File: src/rtl/norestore_seq_divider_pkg.sv
// Shared types for the iterative non-restoring divider: controller states and
// the step-counter width helper.
package norestore_pkg;

  typedef enum logic [1:0] {
    IDLE = 2'd0,
    CALC = 2'd1,
    FIX  = 2'd2,
    DONE = 2'd3
  } state_e;

  // Counter must index WIDTH steps; never narrower than one bit.
  function automatic int cnt_width(input int width);
    return (width < 2) ? 1 : $clog2(width);
  endfunction

endpackage

File: src/rtl/norestore_seq_divider_iter_step.sv
// One non-restoring iteration with a run-time shift: add or subtract D<<s
// depending on the sign of the partial remainder.
module norestore_iter_step #(
  parameter int WIDTH = 4,
  parameter int CNT_W = 2
) (
  input  logic [2*WIDTH:0] r_in,
  input  logic [WIDTH-1:0] d,
  input  logic [CNT_W-1:0] s,
  output logic [2*WIDTH:0] r_out,
  output logic             q_bit
);

  logic [2*WIDTH:0] d_sh;

  always_comb begin
    d_sh  = {{(WIDTH+1){1'b0}}, d} << s;
    r_out = r_in[2*WIDTH] ? (r_in + d_sh) : (r_in - d_sh);
    q_bit = ~r_out[2*WIDTH];
  end

endmodule

File: src/rtl/norestore_seq_divider.sv
// Sequential unsigned non-restoring divider: one shared add/sub step per cycle,
// MSB-first quotient, final remainder correction, valid/ready on both sides.
module norestore_seq_divider
  import norestore_pkg::*;
#(
  parameter int WIDTH = 4,
  parameter int CNT_W = cnt_width(WIDTH)
) (
  input  logic             clk,
  input  logic             rst_n,
  input  logic             in_valid,
  output logic             in_ready,
  input  logic [WIDTH-1:0] dividend,
  input  logic [WIDTH-1:0] divisor,
  output logic             out_valid,
  input  logic             out_ready,
  output logic [WIDTH-1:0] quotient,
  output logic [WIDTH-1:0] remainder,
  output logic             div_zero
);

  localparam logic [CNT_W-1:0] LAST_K = CNT_W'(WIDTH - 1);

  state_e           state_q, state_d;
  logic [2*WIDTH:0] r_q, r_d;
  logic [WIDTH-1:0] d_q, d_d;
  logic [WIDTH-1:0] q_q, q_d;
  logic [CNT_W-1:0] k_q, k_d;
  logic [WIDTH-1:0] quotient_q, quotient_d;
  logic [WIDTH-1:0] remainder_q, remainder_d;
  logic             div_zero_q, div_zero_d;
  logic             out_valid_q, out_valid_d;

  logic [CNT_W-1:0] step_s;
  logic [2*WIDTH:0] step_r;
  logic             step_q;
  logic [2*WIDTH:0] r_fix;

  // Shift runs from WIDTH-1 down to 0 as k counts up.
  assign step_s = LAST_K - k_q;

  norestore_iter_step #(
    .WIDTH (WIDTH),
    .CNT_W (CNT_W)
  ) u_step (
    .r_in  (r_q),
    .d     (d_q),
    .s     (step_s),
    .r_out (step_r),
    .q_bit (step_q)
  );

  always_comb begin
    state_d     = state_q;
    r_d         = r_q;
    d_d         = d_q;
    q_d         = q_q;
    k_d         = k_q;
    quotient_d  = quotient_q;
    remainder_d = remainder_q;
    div_zero_d  = div_zero_q;
    out_valid_d = out_valid_q;
    r_fix       = r_q[2*WIDTH] ? (r_q + {{(WIDTH+1){1'b0}}, d_q}) : r_q;

    unique case (state_q)
      IDLE: begin
        if (in_valid) begin
          d_d        = divisor;
          r_d        = {{(WIDTH+1){1'b0}}, dividend};
          q_d        = '0;
          div_zero_d = 1'b0;
          if (divisor != '0) begin
            k_d     = '0;
            state_d = CALC;
          end else begin
            // Divide-by-zero skips iteration and returns all-ones / dividend.
            quotient_d  = '1;
            remainder_d = dividend;
            div_zero_d  = 1'b1;
            out_valid_d = 1'b1;
            state_d     = DONE;
          end
        end
      end
      CALC: begin
        r_d = step_r;
        q_d = {q_q[WIDTH-2:0], step_q};
        if (k_q == LAST_K) begin
          state_d = FIX;
        end else begin
          k_d = k_q + CNT_W'(1);
        end
      end
      FIX: begin
        r_d         = r_fix;
        quotient_d  = q_q;
        remainder_d = r_fix[WIDTH-1:0];
        out_valid_d = 1'b1;
        state_d     = DONE;
      end
      DONE: begin
        if (out_ready) begin
          out_valid_d = 1'b0;
          state_d     = IDLE;
        end
      end
      default: state_d = IDLE;
    endcase
  end

  always_ff @(posedge clk) begin
    if (!rst_n) begin
      state_q     <= IDLE;
      r_q         <= '0;
      d_q         <= '0;
      q_q         <= '0;
      k_q         <= '0;
      quotient_q  <= '0;
      remainder_q <= '0;
      div_zero_q  <= 1'b0;
      out_valid_q <= 1'b0;
    end else begin
      state_q     <= state_d;
      r_q         <= r_d;
      d_q         <= d_d;
      q_q         <= q_d;
      k_q         <= k_d;
      quotient_q  <= quotient_d;
      remainder_q <= remainder_d;
      div_zero_q  <= div_zero_d;
      out_valid_q <= out_valid_d;
    end
  end

  assign in_ready  = (state_q == IDLE);
  assign out_valid = out_valid_q;
  assign quotient  = quotient_q;
  assign remainder = remainder_q;
  assign div_zero  = div_zero_q;

endmodule

File: config.mk
export PLATFORM = sky130hd
export DESIGN_NAME = norestore_seq_divider
export DESIGN_NICKNAME = d
export VERILOG_FILES = /design/src/rtl/norestore_seq_divider_pkg.sv /design/src/rtl/norestore_seq_divider_iter_step.sv /design/src/rtl/norestore_seq_divider.sv
export SDC_FILE = /design/constraint.sdc
export NUM_CORES = 1
export LEC_CHECK = 0
export ABC_AREA = 0
export BUFFER_PORTS_ARGS = -buffer_cell sky130_fd_sc_hd__buf_2
export CORE_MARGIN = 2
export CORE_UTILIZATION = 35
export CTS_CLUSTER_DIAMETER = 100
export DETAILED_ROUTE_END_ITERATION = 10
export GPL_ROUTABILITY_DRIVEN = 0
export MAX_ROUTING_LAYER = met4
export SETUP_SLACK_MARGIN = 0.4
export SLEW_MARGIN = 0
export SYNTH_ARGS = -nofsm -noshare
export SYNTH_HDL_FRONTEND = slang
export SYNTH_SLANG_ARGS = --single-unit
File: constraint.sdc
create_clock -name clk -period 3.55 [get_ports clk]
set_clock_uncertainty 0.15 [all_clocks]
set_input_delay 0.1775 -clock clk [delete_from_list [all_inputs] [get_ports clk]]
set_output_delay 0.1775 -clock clk [all_outputs]
set_load 0.1 [all_outputs]
Yosys cells after proc, flatten, opt, wreduce, memory -nomap -nowiden

Index checks and enable logic that the tools add are counted.
Widths: inputs -> output; s select.

Register bits: 31
Latch bits: 0
Memory bits (writable): 0
Bits in read-only memories: 0
Input bits: 12
Output and inout bits: 11
Memories kept: 0

$add $sub $neg: 5
Multipliers: 0
Div/mod/pow operators: 0
$lt $le $gt $ge: 0
Eq/ne operators: 11
Shift-type cells: 1
Muxes and demuxes: 26
Bitwise operators: 1
Reductions and logical operators: 14

Operators by type and width:

| cell                | count |
|---|---|
| $mux 9              | 3 |
| $pmux 9 s3          | 1 |
| $pmux 4 s2          | 3 |
| $mux 4              | 5 |
| $mux 2              | 7 |
| $ne 2x2->1 const B  | 6 |
| $add 9x4->9         | 1 |
| $add 9x9->9         | 1 |
| $reduce_and 3->1    | 3 |
| $shl 4x2->9         | 1 |
| $sub 9x9->9         | 1 |
| $pmux 2 s4          | 1 |
| $reduce_and 4->1    | 2 |
| $eq 2x2->1 const B  | 3 |
| $reduce_and 2->1    | 3 |
| $reduce_bool 3->1   | 2 |
| $mux 1              | 4 |
| $pmux 2 s2          | 1 |
| $reduce_bool 2->1   | 2 |
| $reduce_bool 4->1   | 1 |
| $pmux 1 s3          | 1 |
| $add 2x1->2 const B | 1 |
| $eq 2x1->1 const B  | 1 |
| $logic_not 2->1     | 1 |
| 3 further kinds     | 3 |

Logic depth before layout (Yosys ltp)

Gate-level depths: netlist of the first run.

Word-level depth: 6
Gate-level depth with buffers: 15

Modules after synthesis

From an unflattened synthesis of the first run, not the netlist that was laid out.

Cells, all modules: 326
Area total of the unflattened synthesis: 2498.6 um^2

By module, submodules not included:

| module                | instances | cells each | area each (um^2) |
|---|---|---|---|
| norestore_seq_divider | 1         | 223        | 1804.2 |
| norestore_iter_step   | 1         | 103        | 694.4 |

Worst setup path before layout of the first run

OpenSTA, ideal clock, no wires.

Path type: reg2reg
From: reg d_q[0]
To: reg q_q[0]
Setup time: 0.121 ns
Arrival: 2.758 ns
Data required time: 3.279 ns
Setup slack: 0.521 ns
Stages on the path, launching flop included: 15
Clock period less this slack: 3.029 ns
Cell sequence: dfxtp_1 clkbuf_1 mux2i_1 nor2b_1 inv_1 ha_1 o31ai_2 nand2_1 xnor2_1 ha_1 and4_1 a2111oi_2 o31ai_1 xnor2_1 o21ai_1

Cells in the longest elaborated chain, start to end: 5

Ends and longest elaborated chain:

| item                                              | line                                  | RTL |
|---|---|---|
| from (decl)                                       | norestore_seq_divider.sv:26           | `logic [WIDTH-1:0] d_q, d_d;` |
| from (signal assigned)                            | norestore_seq_divider.sv:115          | `d_q <= '0;` |
| from (signal assigned)                            | norestore_seq_divider.sv:125          | `d_q <= d_d;` |
| $shl 4x2->9 (*)                                   | norestore_seq_divider_iter_step.sv:17 | `d_sh = {{(WIDTH+1){1'b0}}, d} << s;` |
| $sub 9x9->9 / $add 9x9->9 (equally long branches) | norestore_seq_divider_iter_step.sv:18 | `r_out = r_in[2*WIDTH] ? (r_in + d_sh) : (r_in - d_sh);` |
| $mux 9 (*)                                        | norestore_seq_divider_iter_step.sv:18 |  |
| $not 1->1 (*)                                     | norestore_seq_divider_iter_step.sv:19 | `q_bit = ~r_out[2*WIDTH];` |
| $pmux 4 s2 (*)                                    | norestore_seq_divider.sv:65           | `unique case (state_q)` |
| to (signal assigned)                              | norestore_seq_divider.sv:126          | `q_q <= q_d;` |
| to (decl)                                         | norestore_seq_divider.sv:27           | `logic [WIDTH-1:0] q_q, q_d;` |

Mark *: on every way between the ends. The rest lies on a longest branch, timed or not.
A chain may end at the register's enable or synchronous reset.

Worst setup path in the final report of the first run

From: reg k_q[0]
To: reg q_q[0]

Cells in the longest elaborated chain, start to end: 6

Ends and longest elaborated chain:

| item                                              | line                                  | RTL |
|---|---|---|
| from (decl)                                       | norestore_seq_divider.sv:28           | `logic [CNT_W-1:0] k_q, k_d;` |
| from (signal assigned)                            | norestore_seq_divider.sv:127          | `k_q <= k_d;` |
| $sub 2x2->2 (*)                                   | norestore_seq_divider.sv:40           | `assign step_s = LAST_K - k_q;` |
| $shl 4x2->9 (*)                                   | norestore_seq_divider_iter_step.sv:17 |  |
| $sub 9x9->9 / $add 9x9->9 (equally long branches) | norestore_seq_divider_iter_step.sv:18 |  |
| $mux 9 (*)                                        | norestore_seq_divider_iter_step.sv:18 |  |
| $not 1->1 (*)                                     | norestore_seq_divider_iter_step.sv:19 |  |
| $pmux 4 s2 (*)                                    | norestore_seq_divider.sv:65           |  |

Marks and branches as above.

==> Implementation_results.wiki, run 1 <==
{| class="wikitable"
! Metric !! Value
|-
| Count of state elements after synthesis || 31
|-
| Hold_sp || divisor[1]
|-
| Status || finished clean
|-
| Element type at the critical path end || register
|-
| Unrepaired setup endpoints after global routing || no
|-
| Number of instances in the synthesized netlist || 314
|-
| Share of layout cells above drive strength 1 || between 20 and 25%
|-
| Most area-consuming cells after synthesis || sky130_fd_sc_hd__dfxtp_1 24%, sky130_fd_sc_hd__ha_1 8.8%, sky130_fd_sc_hd__nand2_1 5.4%
|-
| # IOs || 23
|-
| Relative slew margins || 57.40%
|-
| Area added between synthesis and finish || 14.17%
|-
| Antenna violations before repair || 0
|-
| Worst min path class || in2reg
|-
| Half-perimeter wire length of the detailed placement result || 4432 µm
|-
| Part of the total power dissipated in the clock network || around 15%
|-
| Number of warnings issued by yosys || 0
|-
| Cell type with the largest total area after synthesis || sky130_fd_sc_hd__dfxtp_1
|-
| Final worst slack || between 500 and 600 ps
|-
| Xor/xnor share of the synthesized area || 5.129%
|-
| Data required time of the worst path || between 3000 and 4000 ps
|-
| Sequential share of power || between 20% and 30%
|-
| Number of distinct library cells after synthesis || 61
|-
| Dominant cell type by count on the critical path || sky130_fd_sc_hd__buf_4
|-
| Most frequent cells in the layout || 37 x sky130_fd_sc_hd__nand2_1, 27 x sky130_fd_sc_hd__dfxtp_1, 22 x sky130_fd_sc_hd__buf_2, 20 x sky130_fd_sc_hd__a21oi_1, 18 x sky130_fd_sc_hd__nor2_1
|-
| Count of nets left with antenna violations after detail routing || 0
|-
| Initial core utilization || 35.69%
|-
| Clk pin slew, worst setup/hold paths || around 70 ps
|-
| Average via count per standard cell || 5.326
|-
| Number of max-slew violations in the final report || 0
|-
| WS Path Type || reg2reg
|-
| Total cell area at the placement stage || 2738 µm²
|-
| Logic pwr share || 60.5%
|-
| Switching power total || 1066 µW
|-
| Die boundary height || 89.55 µm
|-
| Max-cap violations || 0
|-
| Average size of a mapped cell || 8.157 µm²
|-
| Number of detailed-routing iterations run before antenna repair || 4
|-
| Number of buffers inserted during clock tree synthesis || 5
|-
| # nets final || about 370
|-
| # rows || 31
|-
| Overflow after GRT || 0
|-
| Overall routing resource usage || approximately 16%
|-
| Layout Utilization || 40.75%
|-
| Slew @ Worst Pin || 638.9 ps
|-
| Syn Nets || 346
|-
| Number of design rule violations left after detail routing || 0
|-
| Number of port buffers || 22
|-
| Static Leakage || 0.001238 µW
|-
| Mux share of post-synthesis cell area || 4.055%
|-
| Setup violation total in the final timing report || 0
|-
| Min Clock Period, post-route || 2964 ps
|-
| Sequential fraction of the synthesis area || 24.23%
|-
| H-tree Lvls || 2
|-
| Setup TNS || 0 ps
|-
| Global-route wire length before repair || 10,180 µm
|-
| Max Root-Sink Buffers || 2
|-
| Vias in the first global route || 2,113
|-
| Fraction of power spent switching nets || 51.02%
|-
| Area of all placed cells without fillers || 2924 µm²
|-
| Worst slack after detailed placement || 255.1 ps
|-
| Dominant synthesized flop cell || sky130_fd_sc_hd__dfxtp_1
|-
| CP Launch Type || register
|-
| Basic-gate share of the synthesized area counting and, or, nand and nor cells || 21.98%
|-
| Count of antenna diodes in the layout || 0
|-
| Number of DRC markers in iteration 0 || roughly 120
|-
| Pwr dens || 714.9 nW/µm²
|-
| Number of buffers added to fix hold violations after cts || 0
|-
| Number of enable-type register cells in the synthesized netlist || 0
|-
| Root buffer selected by CTS || sky130_fd_sc_hd__clkbuf_8
|-
| Internal power || between 1000 and 1500 µW
|-
| Sum of routed wire length over all layers || 6164 µm
|-
| Share of the synthesized area in the top cell type || 24.23%
|-
| Reg-to-reg startpoint || k_q[0]$_SDFFE_PN0P_
|-
| Cells along the critical path || buf_4 > buf_4 > mux2_2 > xnor2_2 > ha_1 > a21o_1 > a2111oi_4 > o31ai_2 > xnor2_1 > o21ai_1
|-
| Number of clock sinks seen by CTS || 31
|-
| Slowest stage delay, CP || slightly above 400 ps
|-
| Core Box Area || 7176 µm²
|-
| Final hold vios || 0
|-
| Leading cell type in the layout, fill and taps excluded || sky130_fd_sc_hd__nand2_1
|-
| Critical path peak fanout || 10
|-
| Compound-gate portion of the synthesized area || around 28%
|-
| Largest net degree at the start of global routing || 38
|-
| Die width || 89.55 µm
|-
| Post-synthesis adder-cell area fraction || 10.36%
|-
| Clock insertion delay at the later pin of the skew report || 290 ps
|-
| Area of the die || 8018 µm²
|-
| Clock tree from TritonCTS || built
|-
| Achievable clock frequency || between 0.3 and 0.4 GHz
|-
| Netlist area before placement || 2561 µm²
|-
| Maximum ir drop on the vdd rail || 0.7409 mV
|-
| Slowest CP cell || sky130_fd_sc_hd__dfxtp_4
|-
| DR vias || around 2,300
|-
| Combinational family with the most area after synthesis || compound AO/OA/AOI/OAI gates
|-
| Async set or reset register ratio after synthesis || 0%
|-
| Data arrival time of the critical path || roughly 3000 ps
|-
| Average wire per standard cell || 14.17 µm
|-
| Final worst-path cycle share || a little over four fifths
|-
| Crit. Startpoint || k_q[0]$_SDFFE_PN0P_
|}
==> cell usage after synthesis, types with 2 or more instances <==
master	count
sky130_fd_sc_hd__a21boi_0	6
sky130_fd_sc_hd__a21o_1	6
sky130_fd_sc_hd__a21oi_1	20
sky130_fd_sc_hd__a22oi_1	2
sky130_fd_sc_hd__a31oi_1	5
sky130_fd_sc_hd__a32oi_1	5
sky130_fd_sc_hd__a41oi_1	2
sky130_fd_sc_hd__and4_1	2
sky130_fd_sc_hd__buf_1	3
sky130_fd_sc_hd__buf_2	7
sky130_fd_sc_hd__buf_6	3
sky130_fd_sc_hd__clkbuf_1	6
sky130_fd_sc_hd__dfxtp_1	31
sky130_fd_sc_hd__fa_1	2
sky130_fd_sc_hd__ha_1	18
sky130_fd_sc_hd__inv_1	13
sky130_fd_sc_hd__mux2_2	3
sky130_fd_sc_hd__mux2i_1	7
sky130_fd_sc_hd__nand2_1	37
sky130_fd_sc_hd__nand2b_1	2
sky130_fd_sc_hd__nand3_1	13
sky130_fd_sc_hd__nand3b_1	4
sky130_fd_sc_hd__nor2_1	18
sky130_fd_sc_hd__nor2b_1	11
sky130_fd_sc_hd__nor3_1	5
sky130_fd_sc_hd__nor4_1	4
sky130_fd_sc_hd__o211a_1	6
sky130_fd_sc_hd__o211ai_1	4
sky130_fd_sc_hd__o21ai_0	15
sky130_fd_sc_hd__o21ai_1	2
sky130_fd_sc_hd__o21ai_2	2
sky130_fd_sc_hd__o21bai_1	2
sky130_fd_sc_hd__o221ai_1	2
sky130_fd_sc_hd__o22ai_1	3
sky130_fd_sc_hd__o31ai_1	2
sky130_fd_sc_hd__or3_1	3
sky130_fd_sc_hd__xnor2_1	11
sky130_fd_sc_hd__xor2_1	4
==> path summary, 6_finish.rpt <==
kind	endpoint	slack (ps)	cells past startpoint
max reg2reg	q_q[0]$_SDFFE_PN0P_	590	10
max	q_q[0]$_SDFFE_PN0P_	590	10
min reg2reg	remainder[3]$_SDFFE_PN0P_	330	2
min	d_q[1]$_SDFFE_PN0P_	20	3
==> timing repair <==
| item | in CTS | in global routing |
|---|---|---|
| buffers inserted | 0 | 5 |
| endpoints found under the hold margin | 0 | 0 |
| gates resized for setup | 4 | 8 |
| pin swaps | 1 | 4 |
| endpoints found under the setup margin | 3 | 4 |
==> metrics by stage <==
| stage | total power [µW] | std cells | hold WS (ps) |
|---|---|---|---|
| finish | 2090 | 435 | 19.71 |
| floorplan | 1505 | 314 | 183.5 |
| detailed placement | 1734 | 422 | 316.4 |
| global placement | 1724 | 422 | 322.6 |
| CTS | 2063 | 430 | 17.54 |
| global route | 2237 | 435 | 40.04 |
==> metal layers <==
| layer | vias to the layer above | wire [µm] | track usage, % |
|---|---|---|---|
| met5 | - | 0 | - |
| met3 | 6 | 153 | 1.939 |
| met1 | 1095 | 2972 | 21.40 |
| li1 | 1186 | - | - |
| met2 | 30 | 2971 | 26.14 |
| met4 | 0 | 66 | 5.699 |
==> cell type report <==
cell class / count / area (µm²)
fillers: 726 / 4252
multi-input cells: 249 / 1810
flip-flops and latches: 31 / 633.1
repair buffers: 35 / 207.7
well taps: 99 / 123.9
clock buffers: 8 / 100.1
inverters: 13 / 48.80
==> power groups by stage <==
| stage | Clock, µW | Sequential (µW) | Combinational, µW |
|---|---|---|---|
| CTS | 321 | 513 | 1230 |
| floorplan | 0 | 649 | 856 |
| global placement | 0 | 516 | 1210 |
| finish | 313 | 513 | 1260 |
| global route | 330 | 526 | 1380 |
| detailed placement | 0 | 518 | 1220 |
==> cells by family after synthesis <==
kind of cell	count (synthesis)
AO/OA/AOI/OAI	96
flip-flops	31
adder cells (fa/ha/maj)	20
XOR/XNOR	15
multiplexers	10
buffers and inverters	34
AND/OR/NAND/NOR	108
==> sequential cells by signal (all words and copies together) (netlist names) <==
| signal | count |
|---|---|
| state_q | 2 |
| q_q | 4 |
| remainder | 4 |
| r_q | 9 |
| out_valid | 1 |
| quotient | 4 |
| div_zero | 1 |
| k_q | 2 |
| d_q | 4 |
==> critical path, delay by kind of cell (launching register included) <==
kind	cells	cell delay (ps)
buffers and inverters	2	340
muxes	1	360
xor gates and xnor gates	2	440
AOI/OAI and AO/OA	4	840
adders and majority gates	1	310
DFF	1	410
Note: power is estimated with default switching activity, not from simulation.
==> run 2: changes to the inputs <==
Settings changed: ABC_AREA 0 to 1.
Clock period 3.55 ns to 2.99 ns, I/O delays scaled along.
==> run 2 against run 1 <==
  * Global-route usage grew 2.9 points
  * Sequential share of layout area shrank 0.94 points
  * Routed wire length grew 10%
  * Register-to-register slack lost 250 ps
  * Synthesized cell count grew 14%
  * Combinational power grew 49%
  * Sequential power grew 24%
  * Non-clock buffer count grew 15
  * Maximum frequency grew 12%
  * Die area shrank 9.2%
  * Area after synthesis shrank 9.6%
==> Implementation_results.wiki, run 2 <==
{| class="wikitable"
! Metric !! Value
|-
| Initial core utilization || 36.25% (+0.55 points)
|-
| Number of DRC markers in iteration 0 || 185 (+50%)
|-
| Worst min path class || in2reg
|-
| Cells along the critical path || inv_6 > nand2_4 > nand3_2 > nand2_2 > nand3_2 > nor2_2 > nand2_1 > nand2_1 > xor2_1 > ha_1 > nand2_1 > nand2_2 > nand3_1 > nand2_1 > a21oi_2 > inv_1 > nand2_2 > nand3_1 > nand2_1 > nand2_1 > a21oi_2
|-
| Average wire per standard cell || 13.94 µm (-1.6%)
|-
| Number of design rule violations left after detail routing || 0 (unchanged)
|-
| # IOs || 23 (unchanged)
|-
| Average via count per standard cell || 5.144 (-3.4%)
|-
| Logic pwr share || 63.7% (+3.2 points)
|-
| Sum of routed wire length over all layers || 6788 µm (+10%)
|-
| Cell type with the largest total area after synthesis || sky130_fd_sc_hd__dfxtp_1
|-
| Count of antenna diodes in the layout || 0 (unchanged)
|-
| Reg-to-reg startpoint || k_q[0]$_SDFFE_PN0P_
|-
| Reg with most FFs || r_q
|-
| Switching power total || 1506 µW (+41%)
|-
| Sequential fraction of the synthesis area || 26.81% (+2.6 points)
|-
| H-tree Lvls || 2 (unchanged)
|-
| Count of nets left with antenna violations after detail routing || 0 (unchanged)
|-
| Sequential share of power || 21.5% (-3.0 points)
|-
| Most frequent cells in the layout || 88 x sky130_fd_sc_hd__nand2_1, 35 x sky130_fd_sc_hd__inv_1, 32 x sky130_fd_sc_hd__a21oi_1, 26 x sky130_fd_sc_hd__dfxtp_1, 23 x sky130_fd_sc_hd__buf_4
|-
| Fraction of power spent switching nets || 50.99% (about the same)
|-
| Number of warnings issued by yosys || 0 (unchanged)
|-
| Clk pin slew, worst setup/hold paths || 70 ps (about the same)
|-
| Global-route wire length before repair || 11,010 µm (+8.1%)
|-
| Part of the total power dissipated in the clock network || 14.9% (about the same)
|-
| Max FFs per register || 9 (unchanged)
|-
| Total of fill cells in the finished design || 639 (-12%)
|-
| Hold-critical path endpoint || d_q[0]$_SDFFE_PN0P_
|-
| Post-route insts no fill || 487 (+12%)
|-
| Slowest stage delay, CP || 410 ps (about the same)
|-
| WHS Path Cells || 3 (unchanged)
|-
| Die width || 85.33 µm (-4.7%)
|-
| Setup TNS || 0 ps (unchanged)
|-
| Most frequently used cell type in the post-synthesis netlist || sky130_fd_sc_hd__nand2_1
|-
| Half-perimeter wire length of the detailed placement result || 4777 µm (+7.8%)
|-
| Dominant cell type by count on the critical path || sky130_fd_sc_hd__nand2_1
|-
| Relative slew margins || 46.36% (-11 points)
|-
| List of most frequent post-synthesis cells || 104 x sky130_fd_sc_hd__nand2_1, 40 x sky130_fd_sc_hd__inv_1, 39 x sky130_fd_sc_hd__a21oi_1
|-
| Vias in the first global route || 2,383 (+13%)
|-
| Min Clock Period, post-route || 2651 ps (-312.9 ps)
|-
| DR vias || 2,505 (+8.1%)
|-
| Critical path peak fanout || 7 (-3)
|-
| Count of state elements after synthesis || 31 (unchanged)
|-
| Root buffer selected by CTS || sky130_fd_sc_hd__clkbuf_8
|-
| Number of distinct library cells after synthesis || 34 (-44%)
|-
| Pwr dens || 964.3 nW/µm² (+35%)
|-
| Average size of a mapped cell || 6.466 µm² (-21%)
|-
| Max Root-Sink Buffers || 2 (unchanged)
|-
| WS Path Type || reg2reg
|-
| Slew @ Worst Pin || 803.6 ps (+164.7 ps)
|-
| Maximum ir drop on the vdd rail || 0.7641 mV (+3.1%)
|-
| Slowest CP cell || sky130_fd_sc_hd__dfxtp_4
|-
| Data required time of the worst path || 3060 ps (-510 ps)
|-
| Clock tree from TritonCTS || built
|-
| Number of max-slew violations in the final report || 0 (unchanged)
|-
| Hold_sp || divisor[0]
|-
| Number of buffers inserted during clock tree synthesis || 5 (unchanged)
|-
| CP Launch Type || register
|-
| Number of port buffers || 22 (unchanged)
|-
| Cell depth of the worst flop-to-flop path || 21 (+11)
|-
| Area of the die || 7280 µm² (-9.2%)
|-
| # nets final || 441 (+20%)
|-
| Element type at the critical path end || register
|-
| Die boundary height || 85.33 µm (-4.7%)
|-
| Buffer and inverter count on the worst path || 2 (unchanged)
|-
| # rows || 29 (-6.5%)
|-
| Max-cap violations || 0 (unchanged)
|-
| Number of clock sinks seen by CTS || 31 (unchanged)
|-
| Data arrival time of the critical path || 2720 ps (-270 ps)
|-
| Largest net degree at the start of global routing || 22 (-42%)
|-
| Overall routing resource usage || 19.28% (+2.9 points)
|-
| Clock insertion delay at the later pin of the skew report || 280 ps (about the same)
|-
| Achievable clock frequency || 0.3772 GHz (+12%)
|-
| Worst setup slack for register-to-register paths || 340 ps (-250 ps)
|-
| Syn Nets || 390 (+13%)
|-
| Share of the synthesized area in the top cell type || 26.81% (+2.6 points)
|-
| Leading cell type in the layout, fill and taps excluded || sky130_fd_sc_hd__nand2_1
|-
| Unrepaired setup endpoints after global routing || yes
|-
| Share of layout cells above drive strength 1 || 28.29% (+8.1 points)
|-
| Cell type group with the largest total delay on the critical path || simple AND/OR/NAND/NOR gates
|-
| Number of instances in the placed design || 457 (+8.3%)
|-
| Dominant synthesized flop cell || sky130_fd_sc_hd__dfxtp_1
|-
| Overflow after GRT || 0 (unchanged)
|-
| Antenna violations before repair || 0 (unchanged)
|-
| Core Box Area || 6386 µm² (-11%)
|-
| Final worst-path cycle share || 88.66% (+5.2 points)
|-
| Static Leakage || 0.001415 µW (+14%)
|-
| Post-Route Hold Slack || 21.03 ps (+1.316 ps)
|-
| Status || finished clean
|-
| Setup violation total in the final timing report || 0 (unchanged)
|-
| Netlist area before placement || 2315 µm² (-9.6%)
|-
| Reg2reg end || r_q[8]$_SDFFE_PN0P_
|-
| Number of detailed-routing iterations run before antenna repair || 4 (unchanged)
|-
| Number of enable-type register cells in the synthesized netlist || 0 (unchanged)
|-
| Most area-consuming cells after synthesis || sky130_fd_sc_hd__dfxtp_1 27%, sky130_fd_sc_hd__nand2_1 17%, sky130_fd_sc_hd__ha_1 9.7%
|-
| Internal power || 1448 µW (+41%)
|-
| Number of instances in the synthesized netlist || 358 (+14%)
|-
| Final hold vios || 0 (unchanged)
|-
| Area added between synthesis and finish || 32.32%
|-
| Async set or reset register ratio after synthesis || 0% (unchanged)
|}
## run 2: cell types whose count changed after synthesis, moves of 7 or more
cell / delta
sky130_fd_sc_hd__nand3_1: +15
sky130_fd_sc_hd__nor2b_1: -11
sky130_fd_sc_hd__o21ai_0: +11
sky130_fd_sc_hd__a21oi_1: +19
sky130_fd_sc_hd__nand2_1: +67
sky130_fd_sc_hd__inv_1: +27
sky130_fd_sc_hd__mux2i_1: -7
sky130_fd_sc_hd__xnor2_1: -9
## run 2: worst min-delay path, cell delays in order
cell and delay (ps):
sky130_fd_sc_hd__buf_2 80, sky130_fd_sc_hd__o21ai_0 80, sky130_fd_sc_hd__a21oi_1 110
## run 2: timing repair
item	CTS	global route
setup endpoints to repair	7	8
cloned	0	0
hold buffers	4	0
pin swaps	4	30
hold endpoints to repair	4	0
resized for setup	19	46
buffers inserted	5	13
## run 2: area by class of cell
type / count / area [µm²] / share of cell area, %
Clock buffer: 6 / 82.58 / 2.696
Clock inverter: 2 / 35.03 / 1.144
Inverter: 44 / 172.7 / 5.637
Multi-Input combinational cell: 277 / 1708 / 55.76
Sequential cell: 31 / 634.4 / 20.71
Tap cell: 77 / 96.34 / 3.145
Timing Repair Buffer: 50 / 334.1 / 10.91
## run 2: worst max-delay path by stage
stage                         from                   to  slack, ps  depth (start not counted)
6_report       k_q[0]$_SDFFE_PN0P_  r_q[8]$_SDFFE_PN0P_        340                         21
5_1_grt        k_q[0]$_SDFFE_PN0P_  r_q[8]$_SDFFE_PN0P_        200                         21
4_1_cts        k_q[0]$_SDFFE_PN0P_  r_q[7]$_SDFFE_PN0P_        400                         19
3_5_place_dp   k_q[0]$_SDFFE_PN0P_  r_q[7]$_SDFFE_PN0P_        170                         18
3_3_place_gp   k_q[0]$_SDFFE_PN0P_  r_q[6]$_SDFFE_PN0P_        150                         16
2_1_floorplan  k_q[0]$_SDFFE_PN0P_  r_q[6]$_SDFFE_PN0P_        410                         18
## run 2: kinds of logic (layout without fill, tap and decap cells)
family / count (synthesis) / count (layout) / synth area share (%)
flip-flops: 31 / 31 / 26.81
AND/OR/NAND/NOR: 165 / 165 / 30.00
buffers and inverters: 50 / 102 / 8.432
adder cells (fa/ha/maj): 20 / 20 / 11.46
XOR/XNOR: 7 / 7 / 2.649
AO/OA/AOI/OAI: 85 / 85 / 20.65
## run 2: metal layers
| layer | GRT usage (%) | up-vias | wire [µm] |
|---|---|---|---|
| li1 | - | 1284 | - |
| met2 | 31.32 | 42 | 3357 |
| met4 | 6.926 | 0 | 136 |
| met3 | 2.918 | 15 | 149 |
| met1 | 24.27 | 1164 | 3145 |
| met5 | - | - | 0 |
## run 2: metrics by stage
stage	worst slack (ps)	utilization (%)	total power [µW]	cell area [µm²]
CTS	395.6	43.71	2688	2791
finish	339.0	47.96	2954	3063
floorplan	409.1	-	1808	2317
global route	199.1	47.96	3184	3063
global placement	146.8	39.79	2134	2541
detailed placement	173.3	39.79	2148	2541
## run 2: power by group through the flow
stage | Sequential [µW] | Clock (µW) | Combinational [µW]
5_1_grt | 654 | 464 | 2070
6_report | 634 | 439 | 1880
4_1_cts | 619 | 446 | 1620
3_3_place_gp | 618 | 0 | 1520
2_1_floorplan | 808 | 0 | 999
3_5_place_dp | 621 | 0 | 1530
==> run 3: changes to the inputs <==
Settings changed: SLEW_MARGIN 0 to 40, SYNTH_HIERARCHICAL set to 1.
==> run 3 against run 2 <==
  * Synthesized cell count grew 3.6%
  * Combinational power grew 10%
  * Register-to-register slack lost 50 ps
  * Area after synthesis grew 9.0%
  * Sequential cell count is the same
  * Sequential power shrank 0.8%
  * Critical path type unchanged
  * Utilization shrank 0.22 points
  * Highest routed layer unchanged
  * Non-clock buffer count shrank 4
  * Count of clock-buffer cells in the layout is the same
  * Die area grew 8.5%
  * Critical path depth grew 1
  * Via count grew 1.3%
==> Implementation_results.wiki, run 3 <==
{| class="wikitable"
! Metric !! Value
|-
| Achievable clock frequency || 0.3703 GHz (-1.8%)
|-
| Count of state elements after synthesis || 31 (unchanged)
|-
| Number of enable-type register cells in the synthesized netlist || 0 (unchanged)
|-
| Area of the die || 7902 µm² (+8.5%)
|-
| Vias in the first global route || 2,372 (-0.46%)
|-
| Core Box Area || 6869 µm² (+7.6%)
|-
| Max Root-Sink Buffers || 2 (unchanged)
|-
| Number of buffers inserted during clock tree synthesis || 5 (unchanged)
|-
| Relative slew margins || 68.13% (+22 points)
|-
| Maximum ir drop on the vdd rail || 0.7521 mV (-1.6%)
|-
| Sequential fraction of the synthesis area || 24.60% (-2.2 points)
|-
| Antenna violations before repair || 0 (unchanged)
|-
| Final worst-path cycle share || 90.32% (+1.7 points)
|-
| Clock insertion delay at the later pin of the skew report || 290 ps (about the same)
|-
| Total cell area at the placement stage || 2751 µm² (+8.3%)
|-
| Static Leakage || 0.001522 µW (+7.5%)
|-
| Overflow after GRT || 0 (unchanged)
|-
| Initial core utilization || 36.72% (+0.48 points)
|-
| Internal power || 1395 µW (-3.7%)
|-
| Number of max-slew violations in the final report || 0 (unchanged)
|-
| H-tree Lvls || 2 (unchanged)
|-
| CP Launch Type || register
|-
| Number of warnings issued by yosys || 6 (+6)
|-
| # rows || 30 (+3.4%)
|-
| Average wire per standard cell || 12.97 µm (-6.9%)
|-
| Sum of routed wire length over all layers || 6667 µm (-1.8%)
|-
| Number of detailed-routing iterations run before antenna repair || 4 (unchanged)
|-
| Count of nets left with antenna violations after detail routing || 0 (unchanged)
|-
| Element type at the critical path end || register
|-
| Max-cap violations || 0 (unchanged)
|-
| Most frequent cells in the layout || 87 x sky130_fd_sc_hd__nand2_1, 31 x sky130_fd_sc_hd__inv_1, 25 x sky130_fd_sc_hd__a21oi_1, 25 x sky130_fd_sc_hd__dfxtp_1, 22 x sky130_fd_sc_hd__buf_2
|-
| Half-perimeter wire length of the detailed placement result || 4760 µm (-0.36%)
|-
| Leading cell type in the layout, fill and taps excluded || sky130_fd_sc_hd__nand2_1
|-
| Number of clock sinks seen by CTS || 31 (unchanged)
|-
| Count of antenna diodes in the layout || 0 (unchanged)
|-
| Overall routing resource usage || 18.04% (-1.2 points)
|-
| Cell type with the largest total area after synthesis || sky130_fd_sc_hd__dfxtp_1
|-
| # IOs || 23 (unchanged)
|-
| Max FFs per register || 9 (unchanged)
|-
| Logic pwr share || 68.3% (+4.6 points)
|-
| Number of port buffers || 22 (unchanged)
|-
| Die boundary height || 88.90 µm (+4.2%)
|-
| Slew @ Worst Pin || 477.3 ps (-326.4 ps)
|-
| Most area-consuming cells after synthesis || sky130_fd_sc_hd__dfxtp_1 25%, sky130_fd_sc_hd__nand2_1 15%, sky130_fd_sc_hd__ha_1 8.9%
|-
| # nets final || 449 (+1.8%)
|-
| Clk pin slew, worst setup/hold paths || 70 ps (about the same)
|-
| Fraction of power spent switching nets || 53.94% (+2.9 points)
|-
| Status || finished clean
|-
| Data arrival time of the critical path || 2710 ps (about the same)
|-
| Root buffer selected by CTS || sky130_fd_sc_hd__clkbuf_8
|-
| Worst min path class || in2reg
|-
| Average size of a mapped cell || 6.799 µm² (+5.2%)
|-
| Area of all placed cells without fillers || 3279 µm² (+7.1%)
|-
| Unrepaired setup endpoints after global routing || yes
|-
| Cell depth of the worst flop-to-flop path || 22 (+4.8%)
|-
| DR vias || 2,537 (+1.3%)
|-
| Pwr dens || 923.3 nW/µm² (-4.3%)
|-
| Async set or reset register ratio after synthesis || 0% (unchanged)
|-
| Die width || 88.90 µm (+4.2%)
|-
| Setup violation total in the final timing report || 0 (unchanged)
|-
| Dominant synthesized flop cell || sky130_fd_sc_hd__dfxtp_1
|-
| WHS Path Cells || 3 (unchanged)
|-
| Share of the synthesized area in the top cell type || 24.60% (-2.2 points)
|-
| Number of design rule violations left after detail routing || 0 (unchanged)
|-
| Number of DRC markers in iteration 0 || 87 (-53%)
|-
| Min Clock Period, post-route || 2701 ps (+49.67 ps)
|-
| Final hold vios || 0 (unchanged)
|-
| Most frequently used cell type in the post-synthesis netlist || sky130_fd_sc_hd__nand2_1
|-
| Setup TNS || 0 ps (unchanged)
|-
| Global-route wire length before repair || 10,850 µm (-1.4%)
|-
| Average via count per standard cell || 4.936 (-4.0%)
|-
| Share of layout cells above drive strength 1 || 35.41% (+7.1 points)
|-
| Post-route insts no fill || 514 (+5.5%)
|-
| Number of distinct library cells after synthesis || 44 (+29%)
|-
| Area added between synthesis and finish || 30.01%
|-
| Switching power total || 1633 µW (+8.4%)
|-
| Number of instances in the placed design || 483 (+5.7%)
|-
| Sequential share of power || 20.8% (-0.7 points)
|-
| Total Power || 3028 µW (+2.5%)
|-
| Number of instances in the synthesized netlist || 371 (+3.6%)
|-
| List of most frequent post-synthesis cells || 100 x sky130_fd_sc_hd__nand2_1, 38 x sky130_fd_sc_hd__inv_1, 31 x sky130_fd_sc_hd__a21oi_1, 31 x sky130_fd_sc_hd__dfxtp_1
|-
| Critical path peak fanout || 6 (-1)
|-
| Reg with most FFs || r_q
|-
| Syn Nets || 403 (+3.3%)
|-
| Part of the total power dissipated in the clock network || 10.9% (-4.0 points)
|-
| WS Path Type || reg2reg
|-
| Netlist area before placement || 2522 µm² (+9.0%)
|-
| Clock tree from TritonCTS || built
|-
| Largest net degree at the start of global routing || 23 (+4.5%)
|-
| Data required time of the worst path || 3000 ps (-60 ps)
|-
| Post-Route Hold Slack || 9.012 ps (-12.01 ps)
|}
-- run 3: kinds of logic after synthesis --
kind of cell	count (synthesis)	synth area share, %
XOR/XNOR	9	3.125
adder cells (fa/ha/maj)	20	10.52
AND/OR/NAND/NOR	182	33.73
buffers and inverters	53	9.176
AO/OA/AOI/OAI	76	18.85
flip-flops	31	24.60
-- run 3: per-stage QoR --
step / setup slack, ps / utilization [%]
6_report: 289.3 / 47.74
5_1_grt: 122.2 / 47.74
4_1_cts: 285.8 / 44.94
3_5_place_dp: 56.67 / 40.05
3_3_place_gp: 86.18 / 40.05
2_1_floorplan: 401.9 / -
-- run 3: critical path: stages, from the launching register on --
cell and delay, ps:
sky130_fd_sc_hd__dfxtp_2 350, sky130_fd_sc_hd__inv_4 60, sky130_fd_sc_hd__inv_6 80, sky130_fd_sc_hd__nand2_4 60, sky130_fd_sc_hd__nand2_4 80, sky130_fd_sc_hd__nand2_4 60
sky130_fd_sc_hd__ha_4 170, sky130_fd_sc_hd__nand3_4 70, sky130_fd_sc_hd__nand2_1 70, sky130_fd_sc_hd__xnor2_1 130, sky130_fd_sc_hd__inv_1 80, sky130_fd_sc_hd__ha_4 300
sky130_fd_sc_hd__nand2_1 100, sky130_fd_sc_hd__nor2_4 120, sky130_fd_sc_hd__nand2_2 70, sky130_fd_sc_hd__nand3_4 90, sky130_fd_sc_hd__inv_2 50, sky130_fd_sc_hd__o21ai_2 50
sky130_fd_sc_hd__nand2_1 90, sky130_fd_sc_hd__a21oi_2 140, sky130_fd_sc_hd__nand2_1 80, sky130_fd_sc_hd__nand3_2 70, sky130_fd_sc_hd__a21oi_2 50
-- run 3: final cells by class --
| type | instances | area [µm²] |
|---|---|---|
| Inverter | 46 | 190.2 |
| Clock buffer | 6 | 72.57 |
| Clock inverter | 2 | 12.51 |
| Fill cell | 678 | 3590 |
| Sequential cell | 31 | 628.1 |
| Multi-Input combinational cell | 287 | 1949 |
| Tap cell | 96 | 120.1 |
| Timing Repair Buffer | 46 | 306.5 |
-- run 3: timing repair --
item                       in CTS  in global routing
hold endpoints to repair        6                  0
pin swaps                      15                 24
setup endpoints to repair       8                  9
gates resized for setup        30                 37
setup buffers                  10                  8
hold buffers                    5                  0
-- run 3: path summary, 6_finish.rpt --
path	from	endpoint	slack (ps)
setup / recovery	k_q[0]$_SDFFE_PN0P_	r_q[8]$_SDFFE_PN0P_	290
hold / removal	dividend[0]	remainder[0]$_SDFFE_PN0P_	9
setup reg to reg	k_q[0]$_SDFFE_PN0P_	r_q[8]$_SDFFE_PN0P_	290
hold reg to reg	quotient[3]$_SDFFE_PN0P_	quotient[3]$_SDFFE_PN0P_	310
-- run 3: routing by layer --
layer / share of wire, % / wire, µm / GRT usage [%] / up-vias
met3: 3.8 / 256 / 3.601 / 16
met1: 45 / 3014 / 22.29 / 1161
met2: 48 / 3218 / 29.17 / 48
met5: 0 / 0 / - / -
met4: 2.7 / 177 / 6.612 / 0
li1: - / - / - / 1312
-- run 3: power by group through the flow --
stage | registers (µW) | clock network (µW) | logic (µW)
final | 629 | 330 | 2070
after global routing | 642 | 355 | 2270
after CTS | 623 | 342 | 1870
after detailed placement | 624 | 0 | 1730
after global placement | 620 | 0 | 1730
after floorplan | 809 | 0 | 1240
